File: config.mk
export PLATFORM = sky130hd
export DESIGN_NAME = bit_result_stage
export DESIGN_NICKNAME = d
export VERILOG_FILES = /design/src/rtl/bit_result_stage.sv
export SDC_FILE = /design/constraint.sdc
export NUM_CORES = 1
export LEC_CHECK = 0
export ABC_AREA = 1
export CORE_ASPECT_RATIO = 1.75
export CORE_MARGIN = 4
export CORE_UTILIZATION = 49
export DETAILED_ROUTE_END_ITERATION = 16
export PLACE_DENSITY = 0.83
export SYNTH_ARGS = -nofsm -noshare
export SYNTH_HDL_FRONTEND = slang
export SYNTH_SLANG_ARGS = --single-unit
File: constraint.sdc
create_clock -name clock -period 2.45 [get_ports clock]
set_input_delay 0.6125 -clock clock [delete_from_list [all_inputs] [get_ports clock]]
set_output_delay 0.6125 -clock clock [all_outputs]
set_load 0.005 [all_outputs]
File: src/rtl/bit_result_stage.sv
// Two-entry in-order result buffer between the bit ALU and writeback,
// with combinational register forwarding from the buffered entries.
module bit_result_stage #(
  parameter int unsigned DEPTH = 2
) (
  input  logic        clock,
  input  logic        reset,
  input  logic        in_valid,
  output logic        in_ready,
  input  logic [31:0] in_res,
  input  logic [4:0]  in_waddr,
  input  logic        in_wren,
  input  logic        flush,
  output logic        out_valid,
  input  logic        out_ready,
  output logic [31:0] out_res,
  output logic [4:0]  out_waddr,
  output logic        out_wren,
  input  logic [4:0]  fwd_raddr,
  output logic        fwd_hit,
  output logic [31:0] fwd_data,
  output logic [1:0]  count
);

  typedef enum logic [1:0] {EMPTY, ONE, FULL} state_t;

  state_t state, state_nxt;

  // Slot 0 is always the head; slot 1 is only valid in FULL.
  logic [31:0] res0, res1;
  logic [4:0]  waddr0, waddr1;
  logic        wren0, wren1;

  logic push, pop, cap_wren;
  logic hit0, hit1;

  assign push     = in_valid & in_ready;
  assign pop      = out_valid & out_ready;
  assign cap_wren = in_wren & (in_waddr != '0);

  always_ff @(posedge clock) begin
    if (reset) state <= EMPTY;
    else       state <= state_nxt;
  end

  always_comb begin
    state_nxt = state;
    if (flush) begin
      state_nxt = EMPTY;
    end else begin
      unique case (state)
        EMPTY: if (push) state_nxt = ONE;
        ONE: begin
          if (push && !pop)      state_nxt = FULL;
          else if (pop && !push) state_nxt = EMPTY;
        end
        FULL:  if (pop) state_nxt = ONE;
        default: state_nxt = EMPTY;
      endcase
    end
  end

  always_ff @(posedge clock) begin
    if (reset) begin
      res0   <= '0;
      res1   <= '0;
      waddr0 <= '0;
      waddr1 <= '0;
      wren0  <= 1'b0;
      wren1  <= 1'b0;
    end else if (!flush) begin
      // In ONE a push lands in slot 0 if the head leaves this cycle, else slot 1.
      if (push && (state == EMPTY || (state == ONE && pop))) begin
        res0   <= in_res;
        waddr0 <= in_waddr;
        wren0  <= cap_wren;
      end else if (push && state == ONE) begin
        res1   <= in_res;
        waddr1 <= in_waddr;
        wren1  <= cap_wren;
      end else if (pop && state == FULL) begin
        res0   <= res1;
        waddr0 <= waddr1;
        wren0  <= wren1;
      end
    end
  end

  always_comb begin
    in_ready  = (state != FULL);
    out_valid = (state != EMPTY);
    out_res   = out_valid ? res0   : '0;
    out_waddr = out_valid ? waddr0 : '0;
    out_wren  = out_valid ? wren0  : 1'b0;
    unique case (state)
      EMPTY:   count = 2'd0;
      ONE:     count = 2'd1;
      FULL:    count = 2'(DEPTH);
      default: count = 2'd0;
    endcase
  end

  // The younger entry (slot 1) wins when both match.
  always_comb begin
    hit0     = (state != EMPTY) && wren0 && (waddr0 == fwd_raddr) && (fwd_raddr != '0);
    hit1     = (state == FULL)  && wren1 && (waddr1 == fwd_raddr) && (fwd_raddr != '0);
    fwd_hit  = hit0 | hit1;
    fwd_data = '0;
    if (hit1)      fwd_data = res1;
    else if (hit0) fwd_data = res0;
  end

endmodule
Word level (Yosys, flattened, before mapping):

Cells that the tools add are included.

* output and inout port bits: 75
* bits of input ports: 48
* bits in registers: 78
* word-level logic and storage cells: 66

* mux-type cells: 20
* eq/ne operators: 9
* reduce and logical (&&, ||, !) cells: 24
* bitwise gates (word level): 6

Operator list (count)
* 2-to-1 mux 32 bit: 6
* 2-to-1 mux 5 bit: 4
* logical AND 1 bit: 12
* equality test 5 bit: 2
* nonzero test 5 bit: 2
* AND reduction 3 bit: 3
* 2-to-1 mux 2 bit: 4
* != test 2 bit (second input constant): 4
* case mux 2 bit (3 select lines): 1
* 2-to-1 mux 1 bit: 4
* case mux 2 bit (2 select lines): 1
* nonzero test 2 bit: 2
* AND 1 bit: 3
* != test 3 bit (second input constant): 1
* equality test 2 x 1 -> 1 bit (second input constant): 1
* equality test 2 bit (second input constant): 1
* zero test 1 bit: 2
* zero test 2 bit: 1
* NOT 1 bit: 2
* OR reduction 2 bit: 1
* logical OR 1 bit: 1
* OR 1 bit: 1

Depth between registers and ports, before layout:

Gate-level depths: netlist (run 1).

* depth after elaboration: 7
* gate-level depth with buffers: 10
* mapped depth without buffers: 10

Least setup slack after synthesis (run 1):

Ideal clock, no wire load.

* path kind: input to output
* start: in fwd_raddr[3]
* end: out fwd_data[10]
* data arrival time: 1.537 ns
* stages on the path: 6
* setup slack: 0.300 ns
* required time: 1.837 ns
* cell sequence: xnor2_1 nand2_1 nor2_1 clkbuf_1 nand3_1 nand2_1

* word-level cells in the longest chain between the ends: 5
* elaborated cells on any way between the ends: 9
* classes of those cells: eq/ne: 2; mux: 2; reduce/logical: 5

Ends and longest elaborated chain
* start: declaration: RTL line 19 `input logic [4:0] fwd_raddr,`
* equality test 5 bit: RTL line 105 `hit0 = (state != EMPTY) && wren0 && (waddr0 == fwd_raddr) && (fwd_raddr != '0);`
* logical AND 1 bit (2 in series): RTL line 105
* 2-to-1 mux 32 bit: RTL line 110 `else if (hit0) fwd_data = res0;`
* 2-to-1 mux 32 bit (*): RTL line 109 `if (hit1) fwd_data = res1;`
* end: declaration: RTL line 21 `output logic [31:0] fwd_data,`

Mark *: on every way between the ends. The rest lies on a longest branch, timed or not.

Worst setup path after layout (run 1):

* start: reg state[0]
* end: out fwd_data[30]

* word-level cells in the longest chain between the ends: 6
* elaborated cells on any way between the ends: 10
* classes of those cells: eq/ne: 1; mux: 2; reduce/logical: 7

Ends and longest elaborated chain
* start: declaration: RTL line 27 `state_t state, state_nxt;`
* start signal: assignment: RTL line 43 `else state <= state_nxt;`
* nonzero test 2 bit: RTL line 105
* logical AND 1 bit (3 in series): RTL line 105
* 2-to-1 mux 32 bit: RTL line 110
* 2-to-1 mux 32 bit (*): RTL line 109

Marks and branches as above.

==> results of run 1 <==
## per-layer routing
layer	global-route usage	vias to the layer above	share of wire
met5	0	-	0
met4	0.285	0	0.087
met3	0.0940	176	0.10
met2	0.603	536	0.50
met1	0.357	2729	0.31
li1	-	2624	-
## cell families (layout without fill, tap and decap cells)
| kind of cell | after synthesis | in the layout | synth area share |
|---|---|---|---|
| AND/OR/NAND/NOR | 411 | 411 | 0.386 |
| flip-flops | 78 | 78 | 0.353 |
| adder cells (fa/ha/maj) | 1 | 1 | 0.00283 |
| AO/OA/AOI/OAI | 123 | 123 | 0.141 |
| XOR/XNOR | 4 | 4 | 0.00792 |
| buffers and inverters | 108 | 262 | 0.110 |
## where the power goes
group / internal [mW] / switching, mW / leakage (nW)
registers: 1.33 / 0.0643 / 0.641
logic: 0.282 / 0.387 / 2.11
clock network: 0.699 / 0.504 / 0.128
## cell type report
cell class	count	area, um^2	area share
Multi-Input combinational cell	539	2740	0.404
Timing Repair Buffer	192	1850	0.273
Sequential cell	78	1580	0.233
Clock buffer	12	246	0.0364
Inverter	56	213	0.0314
Tap cell	117	146	0.0216
Clock inverter	2	10.0	0.00148
## layout by cell type, fill, tap and decap left out, drive strengths merged
master | netlist | layout
dfxtp | 78 | 78
nand2 | 212 | 212
nand4 | 1 | 1
clkbuf | 25 | 18
clkdlybuf4s50 | 0 | 84
inv | 56 | 56
ha | 1 | 1
a21boi | 1 | 1
nor2 | 94 | 94
clkinv | 0 | 2
o21ai | 45 | 45
a21oi | 77 | 77
buf | 27 | 102
xnor2 | 4 | 4
nand3 | 104 | 104
## worst max-delay path, cell delays in order (launching register included)
cell and delay, ns:
dfxtp_4 0.36, inv_4 0.07, nand2_4 0.06, nor2_4 0.13, nand2_2 0.08, nor2_4 0.15, buf_12 0.13, nand2_8 0.06
buf_6 0.13, buf_16 0.14, nand3_2 0.06, nand2_2 0.06, buf_2 0.13
## state kept, by name, indices dropped and copies added (netlist names)
register / count
wren0: 1
waddr0: 5
waddr1: 5
wren1: 1
res0: 32
res1: 32
state: 2
## path summary, 6_finish.rpt
| path | cells after the start | from | to | slack (ns) |
|---|---|---|---|---|
| worst max-delay path | 12 | state[0] | fwd_data[30] | -0.07 |
| worst min-delay path | 2 | res1[19] | res1[19] | 0.48 |
| worst max register to register | 10 | state[0] | state[0] | 0.53 |
| worst min register to register | 2 | res1[19] | res1[19] | 0.48 |
## metrics by stage
stage / setup WS [ns] / instance area, um^2 / hold WS [ns] / utilization
after floorplan: 0.300 / 4420 / 0.457 / -
after global placement: -0.734 / 5860 / 0.465 / 0.671
after detailed placement: -0.746 / 5860 / 0.473 / 0.671
after CTS: -0.0446 / 6670 / 0.481 / 0.764
after global routing: -0.107 / 6780 / 0.511 / 0.777
final: -0.0686 / 6780 / 0.485 / 0.777
## what timing repair did
item                                    in CTS  in global routing
pin swaps                                   26                 27
setup buffers                               29                  4
endpoints found under the setup margin      33                 56
resized for setup                          216                 62
cloned                                       5                  0
==> run_results.csv, run 1 <==
group,metric,value,unit
outcome,status,"finished, violations left",
outcome,violations,"setup timing",
synthesis,synth_area_leaders,"dfxtp_1 (35%), nand2_1 (18%), nand3_1 (12%)",
power_and_ir_drop,peakVddDrop,0.390,mV
sta,setup_viol,21,
synthesis,seq_area_frac_synth,0.353,
floorplanning,rows,45,
synthesis,synth_fp_nets,774,
power_and_ir_drop,p_leak,2.88,nW
synthesis,avgSynthCellArea,6.10,um^2
synthesis,yosys_warnings,0,
layout,drive_gt1_frac,0.229,
synthesis,ys.flop_type,"dfxtp_1",
drt,drc_errors,0,
layout,finalNonFillerCells,996,
clock_network,path_clk_slew,0.06,ns
setup_path,worst-setup-path-type,"register to output pin",
sta,period_share,1.03,
drt,drt_pre_antenna_iters,8,
power_and_ir_drop,p_per_area,482,nW/um^2
synthesis,synthCells,725,
placement,hpwl,10600,um
placement,place_congestion,0.934,
synthesis,synth.top_cell.area_share,0.353,
global_route,grt_first_pass_wirelength,29500,um
worst_hold_path,hold_path_class,"register to register",
sta,finClkSkew,0.00506,ns
drt,wire_per_inst,19.7,um
placement,placedCellCount,949,
sta,fin_setup_tns,-0.819,ns
floorplanning,start_util,0.507,
setup_path,cp.required,1.84,ns
setup_path,crit_path_end_kind,"output pin",
run,maxCapViolations,0,
global_route,grt_pass1_vias,6004,
global_route,antenna_found_initial,0,
setup_path,worstPathArrival,1.91,ns
placement,io_buffer_count,122,
power_and_ir_drop,total_power,3.27,mW
sta,maxSlewViolCount,0,
drt,num_vias,6065,
synthesis,synth_edf_count,0,
sta,max_slew_margin,0.753,
floorplanning,die_area,10700,um^2
synthesis,synth.largest_area_cell,"dfxtp_1",
synthesis,ys_types,22,
clock_network,cts_hold_buf,0,
synthesis,ys_ff_latch,78,
layout,fillerInstances,582,
layout,area_growth,53.2,%
drt,wl,19600,um
sta,worst_slew_pin_slew,0.367,ns
sta,rsz0062_at_grt,"true",
sta,period_needed,2.52,ns
clock_network,clk_path_buf_depth,2,
sta,setup_ws,-0.0686,ns
global_route,overflow,0,
drt,antenna_left,0,
setup_path,start_kind,"register",
synthesis,syn-cell-area,4420,um^2
clock_network,clk_latency,0.34,ns
floorplanning,dieWidth,79.8,um
drt,vias_per_cell,6.09,
layout,diodes,0,
setup_path,cp_max_fo,6,
synthesis,synth.most_common_cell,"nand2_1",
synthesis,async_flop_share,0,
floorplanning,core_area,8730,um^2
clock_network,cts-root-buf,"clkbuf_16",
floorplanning,die-height,134,um
clock_network,cts_tree,"yes",
drt,drtIter0Drc,986,
sta,hold_violations,0,
sta,clock.fmax,397,MHz
floorplanning,ioPinCount,123,
clock_network,cts.sinks,78,
global_route,grt_start_max_net_pins,40,
global_route,grtUsageTotal,0.356,
clock_network,cts_buffers,9,
clock_network,htreeDepth,3,
synthesis,netlist_top_cells_count,"nand2_1 (209), nand3_1 (104), nor2_1 (88), dfxtp_1 (78), a21oi_1 (77)",
layout,nNetsFinal,925,
(Power assumes the default switching activity.)
==> run 2: changes to the inputs <==
--- a/config.mk
+++ b/config.mk
@@ -5,7 +5,6 @@
 export SDC_FILE = /design/constraint.sdc
 export NUM_CORES = 1
 export LEC_CHECK = 0
-export ABC_AREA = 1
 export CORE_ASPECT_RATIO = 1.75
 export CORE_MARGIN = 4
 export CORE_UTILIZATION = 49
==> run_results.csv, run 2 <==
group,metric,value,unit
setup_path,worstPathArrival,2.16,ns
sta,finClkSkew,0.00534,ns
global_route,antenna_found_initial,1,
synthesis,yosys_warnings,0,
setup_path,r2r-end,"res0[9]",
drt,antenna_left,0,
synthesis,syn-cell-area,4430,um^2
layout,final_cell_mix,"clkdlybuf4s50_1 (83), nand2_1 (78), a21oi_1 (77), dfxtp_1 (75), mux2i_1 (39)",
synthesis,avgSynthCellArea,8.78,um^2
floorplanning,ioPinCount,123,
sta,setup_viol,33,
synthesis,async_flop_share,0,
synthesis,synthCells,504,
clock_network,cts.sinks,78,
worst_hold_path,whs_path_depth,2,
outcome,violations,"setup timing",
synthesis,netlist_top_cells_count,"nand2_1 (80), dfxtp_1 (78), a21oi_1 (77), mux2i_1 (39)",
floorplanning,start_util,0.507,
clock_network,cts-root-buf,"clkbuf_16",
drt,vias_per_cell,6.13,
run,maxCapViolations,0,
clock_network,clk_path_buf_depth,2,
clock_network,clk_latency,0.34,ns
global_route,grtUsageTotal,0.294,
global_route,grt_start_max_net_pins,79,
setup_path,rr_worst_depth,6,
power_and_ir_drop,p_per_area,530,nW/um^2
layout,design_area,6750,um^2
placement,placed_area,6000,um^2
layout,nNetsFinal,694,
global_route,grt_pass1_vias,4714,
drt,drc_errors,0,
setup_path,cp.required,1.84,ns
synthesis,ys.flop_type,"dfxtp_1",
synthesis,synth_area_leaders,"dfxtp_1 (35%), mux2_4 (9.8%), mux2i_1 (8.8%)",
synthesis,synth.top_cell.area_share,0.353,
layout,reg.largest.list,"res0: 32 flops, res1: 32 flops",
power_and_ir_drop,p_leak,2.87,nW
placement,place_congestion,0.865,
sta,maxSlewViolCount,0,
drt,drt_pre_antenna_iters,5,
synthesis,synth.largest_area_cell,"dfxtp_1",
sta,period_share,1.13,
drt,drtIter0Drc,397,
synthesis,ys_types,32,
sta,hold_violations,0,
floorplanning,rows,45,
clock_network,cts_buffers,9,
sta,setup_ws,-0.322,ns
sta,max_slew_margin,0.636,
sta,clock.fmax,361,MHz
layout,area_growth,52.6,%
layout,finish.utilization,0.774,
worst_hold_path,min-delay-start,"res1[12]",
setup_path,start_kind,"input pin",
setup_path,crit_path_end_kind,"output pin",
drt,wire_per_inst,21.8,um
worst_hold_path,hold_end,"res1[12]",
sta,period_needed,2.77,ns
placement,placedCellCount,731,
layout,final_common_cell,"clkdlybuf4s50_1",
clock_network,cts_hold_buf,0,
clock_network,cts_tree,"yes",
sta,rsz0062_at_grt,"true",
floorplanning,dieWidth,79.8,um
synthesis,synth_fp_nets,553,
sta,worst_slew_pin_slew,0.531,ns
floorplanning,die-height,134,um
clock_network,path_clk_slew,0.06,ns
power_and_ir_drop,peakVddDrop,0.462,mV
synthesis,seq_area_frac_synth,0.353,
global_route,overflow,0,
placement,hpwl,9390,um
placement,io_buffer_count,122,
layout,drive_gt1_frac,0.260,
worst_hold_path,hold_path_class,"register to register",
synthesis,synth_edf_count,0,
synthesis,ys_ff_latch,78,
layout,finalNonFillerCells,768,
setup_path,cp_max_fo,8,
floorplanning,die_area,10700,um^2
clock_network,htreeDepth,3,
outcome,status,"finished, violations left",
drt,num_vias,4711,
setup_path,timing.rr.start,"state[1]",
global_route,grt_first_pass_wirelength,24300,um
floorplanning,core_area,8730,um^2
synthesis,synth.most_common_cell,"nand2_1",
setup_path,worst-setup-path-type,"input pin to output pin",
drt,wl,16800,um
setup_path,reg2reg_slack,0.45,ns
-- run 2: cell types whose count changed in the layout (fill, tap and decap cells not counted), sizes merged, moves of 38 or more --
cell / before / now
nand3: 104 / 1
inv: 56 / 5
and2: 0 / 38
nand2: 212 / 80
o21ai: 45 / 2
nor2: 94 / 5
a311oi: 0 / 38
mux2i: 0 / 39
-- run 2: how the worst max path moves through the flow --
stage | slack [ns] | from | endpoint | depth (start not counted)
CTS | -0.41 | fwd_raddr[4] | fwd_data[27] | 9
finish | -0.32 | fwd_raddr[3] | fwd_data[27] | 8
global route | -0.35 | fwd_raddr[0] | fwd_data[27] | 8
global placement | -0.95 | fwd_raddr[1] | fwd_data[21] | 8
detailed placement | -0.98 | fwd_raddr[1] | fwd_data[23] | 8
floorplan | 0.09 | fwd_raddr[4] | fwd_data[10] | 5
-- run 2: what timing repair did --
| action | in CTS | in global routing |
|---|---|---|
| setup buffers | 12 | 1 |
| gates resized for setup | 211 | 24 |
| cloned | 6 | 5 |
| endpoints found under the setup margin | 71 | 56 |
| pin swaps | 8 | 7 |
| hold endpoints to repair | 0 | 0 |
-- run 2: routing by layer --
| metal | GRT usage | vias up | wire (um) |
|---|---|---|---|
| met4 | 0.158 | 2 | 1330 |
| li1 | - | 2085 | - |
| met1 | 0.305 | 2255 | 5580 |
| met3 | 0.0548 | 98 | 1040 |
| met5 | 0 | - | 16 |
| met2 | 0.540 | 271 | 8800 |
-- run 2: per-stage QoR --
stage | hold slack [ns] | power [mW] | setup TNS, ns | setup slack [ns]
finish | 0.472 | 3.58 | -9.30 | -0.322
global route | 0.491 | 3.67 | -10.18 | -0.346
CTS | 0.472 | 3.52 | -10.38 | -0.405
detailed placement | 0.464 | 1.86 | -31.17 | -0.975
global placement | 0.456 | 1.85 | -30.65 | -0.950
floorplan | 0.446 | 1.62 | 0 | 0.0929
-- run 2: final cells by class --
| type | instances | area [um^2] |
|---|---|---|
| diodes | 1 | 2.50 |
| clock buffers | 10 | 239 |
| clock inverters | 6 | 133 |
| fillers | 548 | 1970 |
| inverters | 5 | 18.8 |
| multi-input cells | 377 | 2780 |
| flip-flops and latches | 78 | 1570 |
| well taps | 117 | 146 |
| repair buffers | 174 | 1860 |
-- run 2: kinds of logic (layout without fill, tap and decap cells) --
family,after synthesis,count (layout),synth area share
AOI/OAI and AO/OA,121,121,0.173
xor gates and xnor gates,10,10,0.0198
adders and majority gates,1,1,0.00283
buffers and inverters,55,195,0.0605
DFF,78,78,0.353
muxes,71,71,0.194
other,0,1,0
and+or+nand+nor,168,174,0.197
-- run 2: where the power goes --
group,internal [mW],switching [mW]
clock,1.12,0.534
combinational,0.268,0.284
sequential,1.32,0.0473
-- run 2: worst max-delay path: stages --
cell             delay (ns)
clkdlybuf4s15_2        0.23
xor2_1                 0.17
nor2_1                 0.23
nand4_4                0.16
buf_12                 0.17
buf_12                 0.14
mux2_4                 0.32
buf_6                  0.12
==> run 3: changes to the inputs <==
==> constraint.sdc (replaced) <==
create_clock -name clock -period 2.95 [get_ports clock]
set_input_delay 0.7375 -clock clock [delete_from_list [all_inputs] [get_ports clock]]
set_output_delay 0.7375 -clock clock [all_outputs]
set_load 0.005 [all_outputs]
==> run_results.csv, run 3 (same netlist as run 2, synthesis figures left out) <==
group,metric,value,unit
outcome,status,"finished, violations left",
outcome,violations,"setup timing",
layout,design_area,6490,um^2
sta,hold_violations,0,
setup_path,cpMaxStageDelayCell,"nor4_4",
floorplanning,dieWidth,79.8,um
global_route,grtUsageTotal,0.291,
drt,wl,15500,um
worst_hold_path,hold_path_class,"register to register",
floorplanning,ioPinCount,123,
sta,max_slew_margin,0.642,
setup_path,critPathBufInv,5,
sta,clock.fmax,321,MHz
setup_path,cp_max_fo,8,
sta,fin_hold_ws,0.477,ns
setup_path,cpPeakStageDelay,0.36,ns
layout,final_common_cell,"clkdlybuf4s50_1",
power_and_ir_drop,peakVddDrop,0.375,mV
sta,maxSlewViolCount,0,
sta,setup_ws,-0.162,ns
sta,finClkSkew,0.00528,ns
worst_hold_path,min-delay-start,"res1[14]",
placement,hpwl,9310,um
setup_path,crit_path_end_kind,"output pin",
drt,drtIter0Drc,359,
layout,drive_gt1_frac,0.227,
sta,period_share,1.06,
clock_network,cts-root-buf,"clkbuf_16",
power_and_ir_drop,p_leak,2.76,nW
placement,place_congestion,0.912,
placement,io_buffer_count,122,
setup_path,cp_top_family,"buffers and inverters",
layout,diodes,0,
floorplanning,core_area,8730,um^2
placement,post-place-ws,-0.700,ns
sta,setup_viol,32,
layout,nNetsFinal,674,
clock_network,cts_buffers,9,
floorplanning,die-height,134,um
global_route,antenna_found_initial,0,
clock_network,htreeDepth,3,
layout,reg.largest.list,"res0: 32 flops, res1: 32 flops",
setup_path,worst-setup-path-type,"input pin to output pin",
power_and_ir_drop,p_per_area,431,nW/um^2
drt,vias_per_cell,6.09,
clock_network,cts.sinks,78,
floorplanning,start_util,0.507,
global_route,grt_pass1_vias,4659,
drt,drc_errors,0,
sta,period_needed,3.11,ns
clock_network,cts_tree,"yes",
run,maxCapViolations,0,
setup_path,worstSetupStartpoint,"fwd_raddr[4]",
drt,wire_per_inst,20.8,um
sta,rsz0062_at_grt,"true",
layout,area_growth,46.7,%
setup_path,cp.required,2.21,ns
drt,drt_pre_antenna_iters,7,
clock_network,clk_path_buf_depth,2,
global_route,grt_first_pass_wirelength,24100,um
floorplanning,die_area,10700,um^2
floorplanning,rows,45,
global_route,overflow,0,
clock_network,path_clk_slew,0.06,ns
global_route,grt_start_max_net_pins,40,
setup_path,start_kind,"input pin",
layout,fillerInstances,588,
setup_path,path_common_cell,"buf_12",
drt,antenna_left,0,
drt,num_vias,4546,
sta,worst_slew_pin_slew,0.537,ns
clock_network,clk_latency,0.34,ns
placement,placed_area,5860,um^2
layout,final_cell_mix,"clkdlybuf4s50_1 (83), nand2_1 (80), dfxtp_1 (78), a21oi_1 (77), mux2i_1 (39)",
setup_path,timing.rr.start,"state[0]",
setup_path,path_cells,"buf_8 -> xor2_4 -> nor4_4 -> nand4_4 -> buf_12 -> buf_12 -> buf_12 -> mux2_4 -> buf_6",
setup_path,worstPathArrival,2.37,ns
[run 3: final timing paths]
kind | slack (ns) | to | cells past startpoint
max reg2reg | 1.17 | waddr1[4] | 6
min | 0.48 | res1[14] | 2
min reg2reg | 0.48 | res1[14] | 2
max | -0.16 | fwd_data[24] | 9
[run 3: what timing repair did]
action                     in CTS  in global routing
resized for setup             193                 21
pin swaps                       6                  3
hold buffers                    0                  0
cloned                          4                  0
hold endpoints to repair        0                  0
setup endpoints to repair      33                 70
setup buffers                  11                  1
[run 3: routing by layer]
metal,global-route usage,up-vias,routed length [um]
li1,-,2028,-
met1,0.320,2181,5570
met2,0.507,267,8130
met3,0.0602,70,953
met4,0.168,0,898
met5,0,-,0
[run 3: final cells by class]
cell class              count  area, um^2  area share
multi-input cells         371        2760       0.425
repair buffers            160        1680       0.258
flip-flops and latches     78        1560       0.240
clock buffers              12         236      0.0364
well taps                 117         146      0.0225
clock inverters             4        95.1      0.0146
inverters                   5        18.8     0.00289
[run 3: where the power goes]
group,leakage [nW],switching (mW),total [mW],internal [mW]
Clock,0.161,0.427,1.25,0.826
Sequential,0.636,0.0406,1.14,1.10
Combinational,1.96,0.213,0.404,0.191
[run 3: per-stage QoR]
step	std cells	power [mW]	utilization	TNS, ns
global placement	719	1.51	0.671	-20.41
finish	747	2.80	0.744	-3.14
CTS	749	2.78	0.739	-1.93
global route	747	2.88	0.744	-3.73
floorplan	504	1.35	-	0
detailed placement	719	1.52	0.671	-21.92
[run 3: worst min-delay path: cells and delay by family, from the launching register on]
kind	cells	cell delay, ns
flops	1	0.32
compound gates	1	0.05
simple gates	1	0.06
